===== config.mk =====
export PLATFORM = sky130hd
export DESIGN_NAME = i2s_dac_tx
export DESIGN_NICKNAME = d
export VERILOG_FILES = /design/src/rtl/i2s_dac_tx.sv
export SDC_FILE = /design/constraint.sdc
export NUM_CORES = 1
export LEC_CHECK = 0
export CAP_MARGIN = 20
export CORE_MARGIN = 1
export CORE_UTILIZATION = 46
export CTS_CLUSTER_DIAMETER = 30
export DETAILED_ROUTE_END_ITERATION = 10
export GPL_TIMING_DRIVEN = 0
export PLACE_DENSITY_LB_ADDON = 0.15
export SLEW_MARGIN = 20
export SYNTH_ARGS = -nofsm -noshare
export SYNTH_HDL_FRONTEND = slang
export SYNTH_SLANG_ARGS = --single-unit

===== constraint.sdc =====
create_clock -name clk_i -period 3.4 [get_ports clk_i]
set_clock_uncertainty 0.2 [all_clocks]
set_input_delay 0.85 -clock clk_i [delete_from_list [all_inputs] [get_ports clk_i]]
set_output_delay 0.85 -clock clk_i [all_outputs]
set_load 0.01 [all_outputs]

===== src/rtl/i2s_dac_tx.sv =====
// ============================================================================
// Module   : i2s_dac_tx
// Purpose  : I2S transmitter to a DAC codec, fed by a one-deep sample buffer.
// Revision : 1.0
// ============================================================================
`default_nettype none

module i2s_dac_tx #(
   parameter int WD   = 16,
   parameter int SLOT = 32
) (
   input  logic          clk_i,
   input  logic          rst_ni,
   input  logic          en_i,
   input  logic          bclk_fall_i,
   input  logic          sample_valid_i,
   input  logic [WD-1:0] left_i,
   input  logic [WD-1:0] right_i,
   output logic          sample_ready_o,
   output logic          daclrc_o,
   output logic          dacdat_o,
   output logic          underrun_o
);

   localparam int            CW     = (SLOT > 1) ? $clog2(SLOT) : 1;
   localparam logic [CW-1:0] C_LAST = CW'(SLOT - 1);
   localparam logic [CW-1:0] C_WD   = CW'(WD);

   typedef enum logic [1:0] {
      S_IDLE  = 2'd0,
      S_LEFT  = 2'd1,
      S_RIGHT = 2'd2
   } state_t;

   state_t        r_state;
   state_t        w_state_nxt;
   logic [CW-1:0] r_bit_cnt;
   logic [CW-1:0] w_cnt_nxt;
   logic          r_full;
   logic [WD-1:0] r_buf_l;
   logic [WD-1:0] r_buf_r;
   logic [WD-1:0] r_tx_l;
   logic [WD-1:0] r_tx_r;
   logic          r_daclrc;
   logic          r_dacdat;
   logic          r_underrun;

   logic          w_tick;
   logic          w_load;
   logic          w_accept;
   logic [WD-1:0] w_word;
   logic [WD-1:0] w_shift;
   logic          w_bit;

   assign w_tick   = en_i & bclk_fall_i;
   assign w_accept = sample_valid_i & ~r_full;

   // Next slot position assuming a tick; w_load flags the start of a frame.
   always_comb begin
      w_state_nxt = r_state;
      w_cnt_nxt   = r_bit_cnt;
      w_load      = 1'b0;
      case (r_state)
         S_IDLE: begin
            w_state_nxt = S_LEFT;
            w_cnt_nxt   = '0;
            w_load      = 1'b1;
         end
         S_LEFT: begin
            if (r_bit_cnt != C_LAST) begin
               w_cnt_nxt = r_bit_cnt + CW'(1);
            end else begin
               w_cnt_nxt   = '0;
               w_state_nxt = S_RIGHT;
            end
         end
         S_RIGHT: begin
            if (r_bit_cnt != C_LAST) begin
               w_cnt_nxt = r_bit_cnt + CW'(1);
            end else begin
               w_cnt_nxt   = '0;
               w_state_nxt = S_LEFT;
               w_load      = 1'b1;
            end
         end
         default: begin
            w_state_nxt = S_IDLE;
            w_cnt_nxt   = '0;
         end
      endcase
   end

   // Bit n of a slot carries word[WD-n]: one BCLK of MSB delay, then zero pad.
   assign w_word  = (w_state_nxt == S_RIGHT) ? r_tx_r : r_tx_l;
   assign w_shift = w_word << (w_cnt_nxt - CW'(1));
   assign w_bit   = (w_cnt_nxt != '0) && (w_cnt_nxt <= C_WD) && w_shift[WD-1];

   always_ff @(posedge clk_i) begin
      if (!rst_ni) begin
         r_state    <= S_IDLE;
         r_bit_cnt  <= '0;
         r_full     <= 1'b0;
         r_buf_l    <= '0;
         r_buf_r    <= '0;
         r_tx_l     <= '0;
         r_tx_r     <= '0;
         r_daclrc   <= 1'b0;
         r_dacdat   <= 1'b0;
         r_underrun <= 1'b0;
      end else begin
         r_underrun <= 1'b0;

         if (!en_i) begin
            r_state   <= S_IDLE;
            r_bit_cnt <= '0;
            r_daclrc  <= 1'b0;
            r_dacdat  <= 1'b0;
         end else if (bclk_fall_i) begin
            r_state   <= w_state_nxt;
            r_bit_cnt <= w_cnt_nxt;
            r_daclrc  <= (w_state_nxt == S_RIGHT);
            r_dacdat  <= w_bit;
         end

         // Frame load has priority; a pair offered in that cycle bypasses the buffer.
         if (w_tick && w_load) begin
            if (r_full) begin
               r_tx_l <= r_buf_l;
               r_tx_r <= r_buf_r;
               r_full <= 1'b0;
            end else if (sample_valid_i) begin
               r_tx_l <= left_i;
               r_tx_r <= right_i;
            end else begin
               r_tx_l     <= '0;
               r_tx_r     <= '0;
               r_underrun <= 1'b1;
            end
         end else if (w_accept) begin
            r_buf_l <= left_i;
            r_buf_r <= right_i;
            r_full  <= 1'b1;
         end
      end
   end

   assign sample_ready_o = ~r_full;
   assign daclrc_o       = r_daclrc;
   assign dacdat_o       = r_dacdat;
   assign underrun_o     = r_underrun;

endmodule

`default_nettype wire


======== Word level (Yosys, flattened, before mapping) ========
Index checks and enable logic that the tools add are counted.
storage, ports and cells
  register bits ........................... 75
  input bits .............................. 37
  output and inout bits ................... 4
operators by class
  $add $sub $neg .......................... 2
  $lt $le $gt $ge ......................... 1
  equality and inequality tests ........... 4
  shift operators ......................... 1
  muxes and demuxes ....................... 13
  bitwise logic cells ..................... 5
  reduce and logical (&&, ||, !) cells .... 10
operators by type and width
  cell                   count
  $mux W16               5
  $shl A16 B5 Y16        1
  $mux W5                2
  $pmux W2 S3            1
  $add A5 B1 Y5 const B  1
  $le A5 B5 Y1 const B   1
  $ne A5 B5 Y1 const B   1
  $reduce_bool A5 Y1     1
  $sub A5 B1 Y5 const B  1
  $eq A2 B2 Y1 const B   2
  $mux W2                2
  $reduce_and A2 Y1      2
  $reduce_or A2 Y1       2
  $logic_and A1 B1 Y1    3
  $not A1 Y1             3
  $reduce_or A3 Y1       1
  $and A1 B1 Y1          2
  $eq A2 B1 Y1 const B   1
  $logic_not A2 Y1       1
  $mux W1                2
  $pmux W1 S2            1

======== Longest topological paths before layout ========
  word-level depth ........................ 7
  depth in mapped cells ................... 13
  mapped depth without buffers ............ 11

======== Least setup slack after synthesis ========
OpenSTA, ideal clock, no wires.
  path type ............................... reg2reg
  from .................................... reg r_bit_cnt[0]
  to ...................................... reg r_dacdat (netlist: dacdat_o)
  library setup time ...................... 0.122 ns
  arrival ................................. 2.634 ns
  data required time ...................... 3.078 ns
  path slack .............................. 0.445 ns
  stages on the path, launching flop included .. 10
  period minus slack after synthesis ...... 2.955 ns
  cells stage by stage .................... dfxtp_1 -> ha_1 -> and3_1 -> ha_1 -> buf_12 -> nor3b_4 -> mux4_4 -> a211o_2 -> a31oi_1 -> o41ai_2
between the ends
  word-level cells in the longest chain between the ends .. 7
  elaborated cells between the ends (all ways) .. 15
  those cells by class .................... 2 x add/sub; 1 x order compare; 2 x eq/ne; 1 x shift; 6 x mux; 3 x reduce/logical
RTL lines
  what                                                                   line  source
  from (decl)                                                            37    logic [CW-1:0] r_bit_cnt;
  from (signal assigned)                                                 120   r_bit_cnt <= w_cnt_nxt;
  parallel branches: the longest is 6 deep, another holds $add A5 B1 Y5  -
  $logic_and A1 B1 Y1 (*)                                                96    assign w_bit = (w_cnt_nxt != '0) && (w_cnt_nxt <= C_WD) && w_shift[WD-1];
  to (signal assigned)                                                   122   r_dacdat <= w_bit;
  to (decl)                                                              45    logic r_dacdat;
Every way passes the cells marked *.
A chain may end at the register's enable or synchronous reset.

======== Worst setup path after layout ========
Same ends and word-level chain as after synthesis.

==> results.toml <==
[status]
status = "finished clean"

[setup_path]
startpoint_type = "flop"
required_ns = 3.42
cp_max_fo = 10
crit_slowest_cell = "mux4_4"
critical_path_class = "reg -> reg"
r2r_slack_ns = 0.21
path_cells = "ha_1 > and3_1 > ha_1 > buf_12 > nor3b_4 > buf_4 > mux4_4 > a211o_2 > a31oi_1 > o41ai_2"
crit_path_max_incr_delay_ns = 0.64
path_common_cell = "ha_1"
critPathArrivalTime_ns = 3.22
endpoint_kind = "flop"

[final_layout]
layout-drive-gt1-share = 0.0720
area_growth_pct = 19.1
antenna_cells = 0
final_cell_mix = "154 x nand2_1, 75 x dfxtp_1, 41 x o211ai_1"
post-route-cell-area_sq_um = 4540
final_cells = 616
final_core_util = 0.576
final_common_cell = "nand2_1"
nNetsFinal = 553

[sta]
tightestPinTransition_ns = 0.551
rsz0062_at_grt = "false"
hold_viol_final = 0
setup_violations = 0
setup_ws_ns = 0.206
max_freq_mhz = 313
hold_ws_ns = 0.253
min_period_ns = 3.19
period_share = 0.939
fin_tns_setup_ns = 0
slew_violations = 0
slew_headroom = 0.633

[global_routing]
grt_usage = 0.232
grt_pass1_vias = 3371
antenna_found_initial = 0
grt_overflow = 0
grt_start_max_net_pins = 13
grt_pass1_wl_mm = 16.0

[job]
cap_viol_max_count = 0

[floorplan]
core_sq_um = 7890
dieHeight_um = 93.1
die_x_um = 93.1
ioPinCount = 41
die_area_sq_um = 8660
rows = 32
initial_utilization = 0.484

[route]
dr_total_vias = 3403
drt_iter0_markers = 197
first_pass_iters = 5
via_per_inst = 5.52
totalWireLength_mm = 9.37
drc_errors = 0
wire_per_inst_um = 15.2
drtAntennaViolNets = 0

[clock_tree]
clockRootBuffer = "clkbuf_8"
clk_pin_slew_ns = 0.07
clock_sinks = 75
numCtsBuffers = 9
cts.path.max_buffers = 2
htree_num_levels = 3
post_cts_buffers = 0
clk_latency_ns = 0.34
cts_tree = "yes"
hold_buffers = 0
ctsResizeCount = 0

[placement]
dp.cells = 598
port_buffers = 38
routabilityCongestion = 0.899
placed_area_sq_um = 4320
dp_slack_ns = 0.0498
dp_hpwl_mm = 6.96

[min_path]
hold_class = "reg -> reg"

[synth]
ys_warn_count = 0
synthCells = 458
synth_edf_count = 0
avgSynthCellArea_sq_um = 8.33
yosysSeqAreaShare = 0.394
synth_nets = 502
synth_area_leaders = "dfxtp_1 39%, nand2_1 15%, o211a_1 8.4%"
synth_largest_area_cell = "dfxtp_1"
syn_area_sq_um = 3810
synth_seq_cells = 75
synth_top_area_share = 0.394
asyncSetResetFlopFracSynth = 0
synth_cell_types = 46
synth_flop_cell = "dfxtp_1"

[power_and_ir_drop]
p_leak_nw = 1.92
finalPower_mw = 1.93
power_density_nw_per_um2 = 425
ir_worst_vdd_uv = 258
## path summary, 6_finish.rpt
check | startpoint | depth (start not counted) | endpoint
min | r_buf_l[10] | 2 | r_buf_l[10]
min reg2reg | r_buf_l[10] | 2 | r_buf_l[10]
max | r_bit_cnt[0] | 10 | dacdat_o
max reg2reg | r_bit_cnt[0] | 10 | dacdat_o
## critical path, delay by kind of cell, from the launching register on
kind                     cells  cell delay (ns)
buffers and inverters        2             0.33
adder cells (fa/ha/maj)      2             0.45
AO/OA/AOI/OAI                3             0.66
multiplexers                 1             0.64
flip-flops                   1             0.36
AND/OR/NAND/NOR              2             0.45
## power by group
group          internal, mW  switching (mW)  leakage (nW)
clock network         0.379           0.324         0.106
logic                 0.121           0.150          1.20
registers             0.928          0.0286         0.614
## synth_stat cells (5+ instances only)
cell type  count
a21boi_1      30
inv_1          6
ha_1           7
nor2_1        13
o211a_1       32
clkbuf_1      29
nand2_1      154
dfxtp_1       75
o211ai_1      41
a21oi_1        8
nand3_1        5
## kinds of logic (layout without fill, tap and decap cells)
kind of cell,count (synthesis),count (layout),synth area share
AOI/OAI and AO/OA,135,135,0.287
xor gates and xnor gates,5,5,0.0115
adders and majority gates,7,7,0.0230
buffers and inverters,45,101,0.0600
muxes,4,4,0.0220
DFF,75,75,0.394
and+or+nand+nor,187,187,0.203
## per-layer routing
layer / share of wire / GRT usage / up-vias
met5: 0 / 0 / -
met4: 0.017 / 0.0756 / 0
met1: 0.49 / 0.313 / 1620
met2: 0.46 / 0.382 / 69
li1: - / - / 1703
met3: 0.032 / 0.0309 / 11
## state kept, by name, indices dropped and copies added (netlist names)
signal and count:
r_tx_r 16, r_buf_l 16, daclrc_o 1, r_tx_l 16, r_buf_r 16, underrun_o 1, dacdat_o 1, r_full 1
r_bit_cnt 5, r_state 2
## cell type report
| type | count | area, sq um |
|---|---|---|
| sequential | 75 | 1500 |
| buffer | 38 | 203 |
| timing repair buffer | 40 | 395 |
| inverter | 7 | 26.3 |
| clock inverter | 4 | 48.8 |
| fill | 723 | 3350 |
| tap | 102 | 128 |
| multi-input combinational | 338 | 2080 |
| clock buffer | 12 | 155 |
Power figures use the tool's default switching activity.
